--- config.mk ---
export PLATFORM = sky130hd
export DESIGN_NAME = dds_sweep_ctrl_flat
export DESIGN_NICKNAME = d
export VERILOG_FILES = /design/src/rtl/dds_pkg.sv /design/src/rtl/dds_sweep_ctrl_if.sv /design/src/rtl/dds_dwell_timer.sv /design/src/rtl/dds_sweep_ctrl.sv /design/src/flat_wrapper.sv
export SDC_FILE = /design/constraint.sdc
export NUM_CORES = 1
export LEC_CHECK = 0
export BUFFER_PORTS_ARGS = -buffer_cell sky130_fd_sc_hd__buf_4
export CORE_MARGIN = 1
export CORE_UTILIZATION = 31
export CTS_BUF_LIST = sky130_fd_sc_hd__clkbuf_4
export DETAILED_ROUTE_END_ITERATION = 8
export SLEW_MARGIN = 30
export SYNTH_ARGS = -nofsm -noshare
export SYNTH_HDL_FRONTEND = slang
export SYNTH_SLANG_ARGS = --single-unit
--- constraint.sdc ---
create_clock -name clk -period 3.5 [get_ports clk]
set_clock_uncertainty 0.1 [all_clocks]
set_input_delay 0.35 -clock clk [delete_from_list [all_inputs] [get_ports clk]]
set_output_delay 0.35 -clock clk [all_outputs]
set_load 0.01 [all_outputs]
--- src/rtl/dds_pkg.sv ---
// Shared types and defaults for the DDS frequency-sweep controller.
package dds_pkg;

  localparam int TW_W_DEF    = 8;
  localparam int DWELL_W_DEF = 8;

  typedef enum logic [1:0] {
    IDLE = 2'd0,
    LOAD = 2'd1,
    RUN  = 2'd2,
    DONE = 2'd3
  } state_t;

  typedef logic [TW_W_DEF-1:0] tw_t;

endpackage

--- src/rtl/dds_sweep_ctrl_if.sv ---
// Config/control bundle between the register front-end and the sweep controller.
// Optional `loop` input exists only when DDS_SWEEP_LOOP_EN is defined.
interface dds_sweep_ctrl_if #(
  parameter int TW_W    = dds_pkg::TW_W_DEF,
  parameter int DWELL_W = dds_pkg::DWELL_W_DEF
) ();
  import dds_pkg::*;

  // start is a level request, taken only while the controller is IDLE and abort
  // is low; the config fields must be valid in that same cycle and are latched.
  logic               start;
  logic               abort;
  logic [TW_W-1:0]    f_start;
  logic [TW_W-1:0]    f_stop;
  logic [TW_W-1:0]    f_step;
  logic [DWELL_W-1:0] dwell;
`ifdef DDS_SWEEP_LOOP_EN
  logic               loop;
`endif
  logic [TW_W-1:0]    tw_out;
  logic               tw_valid;
  logic               acc_reset;
  logic               busy;
  logic               done;
  state_t             dbg_state;

  modport master (
    output start, abort, f_start, f_stop, f_step, dwell,
`ifdef DDS_SWEEP_LOOP_EN
    output loop,
`endif
    input  tw_out, tw_valid, acc_reset, busy, done, dbg_state
  );

  modport slave (
    input  start, abort, f_start, f_stop, f_step, dwell,
`ifdef DDS_SWEEP_LOOP_EN
    input  loop,
`endif
    output tw_out, tw_valid, acc_reset, busy, done, dbg_state
  );

endinterface

--- src/rtl/dds_dwell_timer.sv ---
// Dwell counter: clear/enable with a terminal-count compare against the held dwell value.
module dds_dwell_timer #(
  parameter int DWELL_W = 8
) (
  input  logic               clk,
  input  logic               reset,
  input  logic               clr,
  input  logic               en,
  input  logic [DWELL_W-1:0] term,
  output logic               tc
);

  logic [DWELL_W-1:0] cnt_q, cnt_d;

  always_comb begin
    cnt_d = cnt_q;
    if (clr) begin
      cnt_d = '0;
    end else if (en) begin
      cnt_d = cnt_q + DWELL_W'(1);
    end
  end

  always_ff @(posedge clk) begin
    if (reset) begin
      cnt_q <= '0;
    end else begin
      cnt_q <= cnt_d;
    end
  end

  assign tc = (cnt_q == term);

endmodule

--- src/rtl/dds_sweep_ctrl.sv ---
// Frequency-sweep sequencer driving the phase accumulator's tuning word and reset.
// Define DDS_SWEEP_LOOP_EN to add the `loop` input for continuous re-sweeping.
module dds_sweep_ctrl
  import dds_pkg::*;
#(
  parameter int TW_W    = TW_W_DEF,
  parameter int DWELL_W = DWELL_W_DEF
) (
  input  logic             clk,
  input  logic             reset,
  dds_sweep_ctrl_if.slave  bus
);

  state_t             state_q, state_d;
  logic [TW_W-1:0]    tw_q, tw_d;
  logic [TW_W-1:0]    fstart_q, fstop_q, step_q;
  logic [DWELL_W-1:0] dwell_q;
  logic               dir_q;
  logic               latch_cfg;
  logic               tmr_clr, tmr_en, tmr_tc;

  // Next word is clamped to f_stop instead of ever wrapping past it.
  function automatic logic [TW_W-1:0] next_word(
    input logic [TW_W-1:0] tw,
    input logic [TW_W-1:0] step,
    input logic [TW_W-1:0] stop,
    input logic            down
  );
    logic [TW_W:0]   sum;
    logic [TW_W-1:0] diff;
    sum  = {1'b0, tw} + {1'b0, step};
    diff = tw - step;
    if (step == '0) begin
      return stop;
    end else if (!down) begin
      return (sum >= {1'b0, stop}) ? stop : sum[TW_W-1:0];
    end else begin
      return ((tw < step) || (diff <= stop)) ? stop : diff;
    end
  endfunction

  dds_dwell_timer #(.DWELL_W(DWELL_W)) u_dwell (
    .clk   (clk),
    .reset (reset),
    .clr   (tmr_clr),
    .en    (tmr_en),
    .term  (dwell_q),
    .tc    (tmr_tc)
  );

  always_comb begin
    state_d   = state_q;
    tw_d      = tw_q;
    latch_cfg = 1'b0;
    tmr_clr   = 1'b0;
    tmr_en    = 1'b0;
    unique case (state_q)
      IDLE: begin
        tw_d    = '0;
        tmr_clr = 1'b1;
        if (bus.start && !bus.abort) begin
          state_d   = LOAD;
          tw_d      = bus.f_start;
          latch_cfg = 1'b1;
        end
      end
      LOAD: begin
        tmr_clr = 1'b1;
        if (bus.abort) begin
          state_d = IDLE;
          tw_d    = '0;
        end else begin
          state_d = RUN;
        end
      end
      RUN: begin
        if (bus.abort) begin
          state_d = IDLE;
          tw_d    = '0;
          tmr_clr = 1'b1;
        end else if (tmr_tc) begin
          tmr_clr = 1'b1;
          if (tw_q == fstop_q) begin
            state_d = DONE;
`ifdef DDS_SWEEP_LOOP_EN
            if (bus.loop) begin
              state_d = LOAD;
              tw_d    = fstart_q;
            end
`endif
          end else begin
            tw_d = next_word(tw_q, step_q, fstop_q, dir_q);
          end
        end else begin
          tmr_en = 1'b1;
        end
      end
      DONE: begin
        state_d = IDLE;
        tw_d    = '0;
        tmr_clr = 1'b1;
      end
      default: begin
        state_d = IDLE;
        tw_d    = '0;
      end
    endcase
  end

  always_ff @(posedge clk) begin
    if (reset) begin
      state_q  <= IDLE;
      tw_q     <= '0;
      fstart_q <= '0;
      fstop_q  <= '0;
      step_q   <= '0;
      dwell_q  <= '0;
      dir_q    <= 1'b0;
    end else begin
      state_q <= state_d;
      tw_q    <= tw_d;
      if (latch_cfg) begin
        fstart_q <= bus.f_start;
        fstop_q  <= bus.f_stop;
        step_q   <= bus.f_step;
        dwell_q  <= bus.dwell;
        dir_q    <= (bus.f_stop < bus.f_start);
      end
    end
  end

  // All flags decode straight from the registered state, so they are glitch-free.
  assign bus.tw_out    = tw_q;
  assign bus.tw_valid  = (state_q == RUN);
  assign bus.acc_reset = (state_q == LOAD);
  assign bus.busy      = (state_q == LOAD) || (state_q == RUN);
  assign bus.done      = (state_q == DONE);
  assign bus.dbg_state = state_q;

endmodule

--- src/flat_wrapper.sv ---
// flat-port wrapper written by rule: the top's interface ports become plain ports
module dds_sweep_ctrl_flat import dds_pkg::*;
#(
  parameter int TW_W    = TW_W_DEF,
  parameter int DWELL_W = DWELL_W_DEF
)
  (clk, reset, bus_start, bus_abort, bus_f_start, bus_f_stop, bus_f_step, bus_dwell, bus_tw_out, bus_tw_valid, bus_acc_reset, bus_busy, bus_done, bus_dbg_state);
  dds_sweep_ctrl_if #(.TW_W(TW_W), .DWELL_W(DWELL_W)) bus_i ();
  input  logic clk;
  input  logic reset;
  input wire logic [$bits(bus_i.start)-1:0] bus_start;
  input wire logic [$bits(bus_i.abort)-1:0] bus_abort;
  input wire logic [$bits(bus_i.f_start)-1:0] bus_f_start;
  input wire logic [$bits(bus_i.f_stop)-1:0] bus_f_stop;
  input wire logic [$bits(bus_i.f_step)-1:0] bus_f_step;
  input wire logic [$bits(bus_i.dwell)-1:0] bus_dwell;
  output wire logic [$bits(bus_i.tw_out)-1:0] bus_tw_out;
  output wire logic [$bits(bus_i.tw_valid)-1:0] bus_tw_valid;
  output wire logic [$bits(bus_i.acc_reset)-1:0] bus_acc_reset;
  output wire logic [$bits(bus_i.busy)-1:0] bus_busy;
  output wire logic [$bits(bus_i.done)-1:0] bus_done;
  output wire logic [$bits(bus_i.dbg_state)-1:0] bus_dbg_state;
  assign bus_i.start = bus_start;
  assign bus_i.abort = bus_abort;
  assign bus_i.f_start = bus_f_start;
  assign bus_i.f_stop = bus_f_stop;
  assign bus_i.f_step = bus_f_step;
  assign bus_i.dwell = bus_dwell;
  assign bus_tw_out = bus_i.tw_out;
  assign bus_tw_valid = bus_i.tw_valid;
  assign bus_acc_reset = bus_i.acc_reset;
  assign bus_busy = bus_i.busy;
  assign bus_done = bus_i.done;
  assign bus_dbg_state = bus_i.dbg_state;
  dds_sweep_ctrl #(.TW_W(TW_W), .DWELL_W(DWELL_W)) u_core (.clk(clk), .reset(reset), .bus(bus_i));
endmodule
======== Word level (Yosys, flattened, before mapping) ========
Cells that the tools add are included.
storage, ports and cells
  flip-flop bits (word level) ............. 43
  input bits .............................. 36
  output and inout bits ................... 14
operators by class
  $add $sub $neg .......................... 3
  $lt $le $gt $ge ......................... 4
  eq/ne operators ......................... 10
  mux-type cells .......................... 24
  reduce and logical (&&, ||, !) cells .... 10
operator list
  cell                                                   count
  2-to-1 mux 8 bit                                       9
  case mux 8 bit (4 select lines)                        1
  equality test 8 bit                                    2
  < comparator 8 bit                                     2
  2-to-1 mux 2 bit                                       5
  adder 8 x 8 -> 9 bit                                   1
  greater-or-equal comparator 9 x 8 -> 1 bit             1
  adder 8 x 1 -> 8 bit, second input constant            1
  less-or-equal comparator 8 bit                         1
  logical NOT 8 bit                                      1
  case mux 2 bit (4 select lines)                        1
  subtractor 8 bit                                       1
  2-to-1 mux 1 bit                                       7
  inequality test 3 x 2 -> 1 bit, second input constant  2
  AND reduction 3 bit                                    2
  equality test 2 bit, second input constant             2
  inequality test 3 bit, second input constant           1
  OR reduction 3 bit                                     1
  equality test 2 x 1 -> 1 bit, second input constant    1
  logical NOT 2 bit                                      1
  logical OR 1 bit                                       2
  inequality test 2 x 1 -> 1 bit, second input constant  1
  inequality test 2 bit, second input constant           1
  case mux 1 bit (2 select lines)                        1
  3 further kinds                                        3

======== Longest topological paths before layout ========
Gate-level depths: netlist of the first run.
  depth after elaboration ................. 10
  gate-level depth with buffers ........... 16
  mapped depth without buffers ............ 16

======== Cells and area by module ========
A second synthesis of the first run with hierarchy kept.
unflattened totals
  cell total of the unflattened synthesis .. 463
  area, all modules ....................... 3583.4 sq um
by module, submodules not included
  module           times used  cells each  area each (sq um)  sequential area each (sq um)
  dds_sweep_ctrl   1           413         3150.5             700.7
  dds_dwell_timer  1           50          432.9              160.2

======== Least setup slack after synthesis of the first run ========
OpenSTA, ideal clock, no wires.
  path type ............................... reg2reg
  from .................................... register u_core.tw_q[0], in the netlist u_core.bus.tw_out[0]
  to ...................................... register u_core.tw_q[0], in the netlist u_core.bus.tw_out[0]
  setup time .............................. 0.115 ns
  arrival ................................. 3.541 ns
  slack ................................... -0.256 ns
  cell stages (with the launch flop) ...... 15
  buffers on the path ..................... 0
  cells stage by stage .................... dfxtp_1 > ha_1 > fa_1 > nand2b_1 > a21oi_2 > a221oi_2 > xor2_1 > ha_1 > a211oi_1 > o221ai_1 > a31oi_1 > o311ai_0 > a21oi_1 > mux2_2 > o21a_1
on the way
  cells in the longest elaborated chain, start to end .. 10
ends and longest elaborated chain
  item                             RTL line               text
  start, declared                  dds_sweep_ctrl.sv:15   logic [TW_W-1:0] tw_q, tw_d;
  start signal, assigned           dds_sweep_ctrl.sv:121  tw_q <= tw_d;
  subtractor 8 bit                 dds_sweep_ctrl.sv:32   diff = tw - step;
  less-or-equal comparator 8 bit   dds_sweep_ctrl.sv:38   return ((tw < step) || (diff <= stop)) ? stop : diff;
  logical OR 1 bit                 dds_sweep_ctrl.sv:38
  2-to-1 mux 8 bit                 dds_sweep_ctrl.sv:38
  2-to-1 mux 8 bit                 dds_sweep_ctrl.sv:35   end else if (!down) begin
  2-to-1 mux 8 bit                 dds_sweep_ctrl.sv:33   if (step == '0) begin
  2-to-1 mux 8 bit                 dds_sweep_ctrl.sv:83   if (tw_q == fstop_q) begin
  2-to-1 mux 8 bit                 dds_sweep_ctrl.sv:81   end else if (tmr_tc) begin
  2-to-1 mux 8 bit                 dds_sweep_ctrl.sv:77   if (bus.abort) begin
  case mux 8 bit (4 select lines)  dds_sweep_ctrl.sv:57   unique case (state_q)
Parallel ways exist; a longest one is shown, timed or not. The select of a mux whose other input is x is not followed.
A chain may end at the register's enable or synchronous reset.

======== Worst setup path after layout of the first run ========
Ends and elaborated chain as after synthesis.

==> results of run 1 <==
## sequential cells by signal, indices dropped and copies added, names as in the netlist
register / flops
u_core.bus.tw_out: 8
u_core.u_dwell.cnt_q: 8
u_core.fstop_q: 8
u_core.dwell_q: 8
u_core.step_q: 8
u_core.dir_q: 1
u_core.bus.dbg_state: 2
## timing repair
item,CTS,global route
setup endpoints to repair,8,8
buffers inserted,2,9
pin swaps,12,21
gates resized for setup,17,15
endpoints found under the hold margin,0,0
## per-layer routing
metal / track usage / vias up / part of all wire
met5: 0 / - / 0
met4: 0.05502 / 0 / 0.016
met3: 0.02291 / 12 / 0.050
met2: 0.3065 / 85 / 0.45
met1: 0.2654 / 1584 / 0.48
li1: - / 1725 / -
## final timing paths
path | start | to | slack [ps] | cells after the start
worst max register to register | u_core.bus.tw_out[0] | u_core.bus.tw_out[0] | -100 | 15
worst max-delay path | u_core.bus.tw_out[0] | u_core.bus.tw_out[0] | -100 | 15
worst min register to register | u_core.dwell_q[7] | u_core.dwell_q[7] | 380 | 2
worst min-delay path | bus_dwell[2] | u_core.dwell_q[2] | 120 | 3
## layout make-up
type | count | area (um^2) | share of cell area
sequential | 43 | 868.3 | 0.1879
antenna | 1 | 2.502 | 0.0005414
inverter | 32 | 120.1 | 0.02599
clock inverter | 2 | 12.51 | 0.002707
timing repair buffer | 99 | 780.7 | 0.1689
multi-input combinational | 351 | 2618 | 0.5663
clock buffer | 6 | 45.04 | 0.009746
tap | 140 | 175.2 | 0.03790
## kinds of logic after synthesis
family          count (synthesis)
simple gates                  148
fa+ha+maj                      48
buf+inv                        52
compound gates                107
mux                            15
xor+xnor                       33
flops                          43
## synthesized netlist by cell type (all sizes together), types with 6 or more instances
cell    count  share of area
clkbuf     16          0.017
inv        32          0.034
a21oi      40          0.058
mux2i      12          0.034
nor2b       8          0.014
dfxtp      43           0.24
nand2      62          0.066
o21ai      19          0.027
nand4      10          0.018
xnor2      18          0.045
nor4        6          0.011
a21o        6          0.013
nor2       38          0.041
ha         46           0.16
o21a        6          0.013
a211oi      7          0.016
xor2       15          0.037
## through the flow
stage / hold slack [ps] / worst slack, ps
6_report: 117.1 / -95.38
5_1_grt: 90.64 / -241.4
4_1_cts: 102.1 / -37.12
3_5_place_dp: 361.8 / -195.2
3_3_place_gp: 361.2 / -117.0
2_1_floorplan: 347.8 / 7.587
## where the power goes
part | internal, uW | switching, uW
Clock | 85.4 | 171
Sequential | 512 | 26.5
Combinational | 475 | 478
## worst max-delay path: stages, from the launching register on
cell and delay [ps]:
sky130_fd_sc_hd__dfxtp_2 360, sky130_fd_sc_hd__buf_4 130, sky130_fd_sc_hd__ha_2 190, sky130_fd_sc_hd__fa_2 340, sky130_fd_sc_hd__nand2b_1 90, sky130_fd_sc_hd__a21oi_2 90, sky130_fd_sc_hd__a221oi_4 320, sky130_fd_sc_hd__xor2_2 230
sky130_fd_sc_hd__ha_4 240, sky130_fd_sc_hd__a211oi_2 200, sky130_fd_sc_hd__o221ai_2 140, sky130_fd_sc_hd__a31oi_4 220, sky130_fd_sc_hd__o311ai_2 150, sky130_fd_sc_hd__a21oi_2 180, sky130_fd_sc_hd__mux2_2 350, sky130_fd_sc_hd__o21a_1 180
==> results.sh, run 1 <==
export IMPL_run_status="complete, but fails checks"
export IMPL_failed_checks="setup timing"
export IMPL_max_slew_worst_pin_slew_ps=724.7
export IMPL_final_setup_worst_slack_ps=-95.38
export IMPL_clock_tree_htree_level_count=2
export IMPL_cts_root_buf="sky130_fd_sc_hd__clkbuf_4"
export IMPL_report_power_total_uw=1749
export IMPL_synth_cell_type_count=54
export IMPL_ys_async_sr_fraction=0
export IMPL_rsz0062_at_grt="true"
export IMPL_synth_top_family_by_area="compound AO/OA/AOI/OAI gates"
export IMPL_clock_path_buffers=2
export IMPL_totalNegativeSetupSlack_ps=-312.7
export IMPL_layout_worst_path_cycle_share=1.027
export IMPL_flow_area_growth_from_synthesis_pct=31.32
export IMPL_clk_transition_reported_paths_ps=130
export IMPL_ys_seq_area_frac=0.2446
export IMPL_post_synth_fa_ha_maj_area_fraction=0.1749
export IMPL_worst_hold_path_type="input port to register"
export IMPL_final_core_utilization=0.4227
export IMPL_cp_end_kind="register"
export IMPL_critPathArrivalTime_ps=3770
export IMPL_yosysWarningCount=0
export IMPL_synth_simple_gate_area_share=0.1941
export IMPL_postSynthAreaPerCell_um2=7.892
export IMPL_timing_max_slew_rel_slack=0.5169
export IMPL_placeableCoreArea_um2=10940
export IMPL_cts_tree="yes"
export IMPL_p_leak_uw=0.001947
export IMPL_power_per_cell_area_nw_per_um2=378.4
export IMPL_cts_inserted_buffers=5
export IMPL_clock_insertion_delay_worst_skew_ps=360
export IMPL_worst_path_required_ps=3670
export IMPL_gp_congestion=0.9256
export IMPL_postRouteWirelength_um=10520
export IMPL_post_synth_inst_count=446
export IMPL_synth_flop_cell="sky130_fd_sc_hd__dfxtp_1"
export IMPL_layout_cells_non_filler=674
export IMPL_synth_compound_area_share=0.2012
export IMPL_syn_nets=530
export IMPL_post_route_cells_drive_above_1_share=0.2758
export IMPL_layout_cells_most_common="sky130_fd_sc_hd__buf_4"
export IMPL_number_of_antenna_violations_at_the_first_check_in_global_routing=0
export IMPL_die_area_um2=11780
export IMPL_drt_wirelength_per_cell_um=15.60
export IMPL_min_period_ps=3595
export IMPL_grt_pass1_wl_um=17400
export IMPL_nets=616
export IMPL_synth_mux_area_frac=0.04479
export IMPL_total_i_o_pin_count=50
export IMPL_slew_violations=0
export IMPL_fp_row_count=38
export IMPL_viasPerCell=5.053
export IMPL_placement_io_buffers=49
export IMPL_seq_cells_post_synth=43
export IMPL_layout_cell_area_non_filler_um2=4622
export IMPL_start_util=0.3219
export IMPL_gr_total_overflow=0
export IMPL_synthXorXnorAreaFrac=0.08212
export IMPL_dr_pass1_iters=4
export IMPL_finalSetupViolCount=5
export IMPL_fmaxAchievable_mhz=278.1
export IMPL_timing_max_cap_violations=0
export IMPL_dr_total_vias=3406
export IMPL_grt_pass1_vias=3408
export IMPL_dpl_hpwl_um=8362
export IMPL_worst_ir_drop_on_vdd_uv=194.7
export IMPL_grtUsageTotal=0.1906
export IMPL_final_antenna_net_count=0
export IMPL_finalHoldViolCount=0
export IMPL_critical_path_class="register to register"
export IMPL_synth_area_um2=3520
export IMPL_final_fill_count=1113
export IMPL_die_width_um=108.6
export IMPL_place_inst=654
export IMPL_synth_edf_count=0
export IMPL_placedInstanceArea_um2=4335
export IMPL_final_cell_mix="sky130_fd_sc_hd__buf_4, sky130_fd_sc_hd__nand2_1, sky130_fd_sc_hd__ha_1"
export IMPL_setup_worst_path_start_class="register"
export IMPL_drtIter0Drc=214
export IMPL_die_y_um=108.6
export IMPL_drc_errors=0
export IMPL_clkSinkCount=43
export IMPL_grt_max_degree=38
export IMPL_crit_fanout=3
export IMPL_hold_bufs_at_cts=0
Power figures use the tool's default switching activity.
==> run 2: changes to the inputs <==
PLACE_DENSITY = 0.48   (was default)
==> results.sh, run 2 (synthesis gave the netlist of run 1 again) <==
export IMPL_final_setup_worst_slack_ps=-68.16
export IMPL_p_leak_uw=0.001993
export IMPL_placement_io_buffers=49
export IMPL_crit_fanout=3
export IMPL_die_width_um=108.6
export IMPL_timing_max_cap_violations=0
export IMPL_layout_worst_path_cycle_share=1.019
export IMPL_regToRegStartpoint="u_core.bus.tw_out[0]"
export IMPL_post_placement_setup_slack_ps=-228.5
export IMPL_dr_pass1_iters=4
export IMPL_number_of_antenna_violations_at_the_first_check_in_global_routing=0
export IMPL_grtUsageMet3=0.02351
export IMPL_timing_hold_worst_path_depth=3
export IMPL_cp_end_kind="register"
export IMPL_drtIter0Drc=145
export IMPL_setup_worst_path_start_class="register"
export IMPL_nets=624
export IMPL_cts_tree="yes"
export IMPL_slew_violations=0
export IMPL_rsz0062_at_grt="true"
export IMPL_max_slew_worst_pin_slew_ps=625.7
export IMPL_finalHoldViolCount=0
export IMPL_layout_cells_non_filler=681
export IMPL_grt_most_used_layer="met1"
export IMPL_final_cell_mix="sky130_fd_sc_hd__buf_4, sky130_fd_sc_hd__nand2_1, sky130_fd_sc_hd__dfxtp_1"
export IMPL_final_fill_count=1132
export IMPL_fmaxAchievable_mhz=280.3
export IMPL_min_delay_start="bus_f_stop[6]"
export IMPL_place_inst=657
export IMPL_finalSetupViolCount=7
export IMPL_fp_row_count=38
export IMPL_gr_total_overflow=0
export IMPL_grt_pass1_wl_um=17790
export IMPL_grt_pass1_vias=3290
export IMPL_reg2reg_slack_ps=-70
export IMPL_grt_max_degree=38
export IMPL_layout_cells_most_common="sky130_fd_sc_hd__buf_4"
export IMPL_failed_checks="setup timing"
export IMPL_final_antenna_net_count=0
export IMPL_regToRegEndpoint="u_core.bus.tw_out[0]"
export IMPL_flow_area_growth_from_synthesis_pct=34.87
export IMPL_viasPerCell=5.138
export IMPL_insertedDiodeCount=0
export IMPL_clkSinkCount=43
export IMPL_min_period_ps=3568
export IMPL_placeableCoreArea_um2=10940
export IMPL_power_per_cell_area_nw_per_um2=383.8
export IMPL_global_route_usage_met2=0.2939
export IMPL_postRouteWirelength_um=11390
export IMPL_cts_root_buf="sky130_fd_sc_hd__clkbuf_4"
export IMPL_dr_total_vias=3499
export IMPL_cts_inserted_buffers=5
export IMPL_worst_hold_path_endpoint="u_core.fstop_q[6]"
export IMPL_grtUsageTotal=0.2006
export IMPL_final_core_utilization=0.4341
export IMPL_worst_ir_drop_on_vdd_uv=173.8
export IMPL_post_route_cells_drive_above_1_share=0.3013
export IMPL_worst_hold_path_type="input port to register"
export IMPL_clock_path_buffers=2
export IMPL_die_y_um=108.6
export IMPL_dpl_hpwl_um=8678
export IMPL_timing_max_slew_rel_slack=0.5829
export IMPL_critPathArrivalTime_ps=3750
export IMPL_worst_path_required_ps=3680
export IMPL_gp_congestion=0.9227
export IMPL_global_route_track_usage_on_met1=0.2952
export IMPL_start_util=0.3219
export IMPL_die_area_um2=11780
export IMPL_clock_tree_htree_level_count=2
export IMPL_drc_errors=0
export IMPL_run_status="complete, but fails checks"
export IMPL_multi_input_comb_area_um2=2701
export IMPL_clock_insertion_delay_worst_skew_ps=380
export IMPL_total_i_o_pin_count=50
export IMPL_drt_wirelength_per_cell_um=16.72
export IMPL_clk_transition_reported_paths_ps=150
export IMPL_seq_area_um2=870.8
export IMPL_reg2reg_depth=14
export IMPL_critical_path_class="register to register"
[run 2: changes by cell type in the layout (fill, tap and decap cells not counted), sizes merged]
cell,change
diode,-1
buf,+8
[run 2: per-layer routing]
metal / vias up / part of all wire / routed length, um
met4: 0 / 0.031 / 351
met1: 1628 / 0.48 / 5490
met5: - / 0 / 0
li1: 1741 / - / -
met2: 108 / 0.43 / 4934
met3: 22 / 0.053 / 609
[run 2: worst max path at each step]
stage | slack, ps | from | to
CTS | -10 | u_core.step_q[0] | u_core.bus.tw_out[0]
detailed placement | -230 | u_core.bus.tw_out[0] | u_core.bus.tw_out[0]
finish | -70 | u_core.bus.tw_out[0] | u_core.bus.tw_out[0]
floorplan | 8 | u_core.bus.tw_out[0] | u_core.bus.tw_out[0]
global route | -220 | u_core.bus.tw_out[0] | u_core.bus.tw_out[6]
global placement | -150 | u_core.bus.tw_out[0] | u_core.bus.tw_out[0]
[run 2: critical path, cell delays in order, from the launching register on]
cell and delay (ps):
sky130_fd_sc_hd__dfxtp_4 390, sky130_fd_sc_hd__ha_4 160, sky130_fd_sc_hd__fa_2 340, sky130_fd_sc_hd__nand2b_1 110
sky130_fd_sc_hd__a21oi_2 80, sky130_fd_sc_hd__a221oi_4 300, sky130_fd_sc_hd__xor2_2 250, sky130_fd_sc_hd__ha_4 240
sky130_fd_sc_hd__a211oi_2 250, sky130_fd_sc_hd__o221ai_2 150, sky130_fd_sc_hd__a31oi_4 240, sky130_fd_sc_hd__o311ai_4 140
sky130_fd_sc_hd__a21oi_2 230, sky130_fd_sc_hd__mux2_4 320, sky130_fd_sc_hd__o21a_1 160
[run 2: timing repair]
action | 4_1_cts | 5_1_grt
pin swaps | 14 | 30
setup buffers | 6 | 10
endpoints found under the hold margin | 0 | 0
hold buffers | 0 | 0
setup endpoints to repair | 8 | 8
gates resized for setup | 17 | 31
[run 2: through the flow]
step                      power, uW  hold slack [ps]  area, um^2  setup TNS (ps)
final                          1822            110.9        4747          -377.6
after global routing           1944            83.79        4747           -1522
after floorplan                1045            347.8        3542               0
after detailed placement       1355            363.4        4333          -655.4
after global placement         1351            360.7        4333          -312.4
after CTS                      1699            76.63        4513          -33.28
[run 2: cell type report]
cell class,count,share of cell area
multi-input cells,351,0.5691
clock inverters,2,0.002636
clock buffers,6,0.009489
flip-flops and latches,43,0.1834
well taps,140,0.03690
repair buffers,107,0.1726
inverters,32,0.02583
[run 2: power breakdown]
group / switching [uW] / leakage, uW / total (uW) / internal [uW]
clock: 175 / 0.0000317 / 261 / 85.4
sequential: 30.5 / 0.000352 / 542 / 512
combinational: 500 / 0.00161 / 1020 / 519
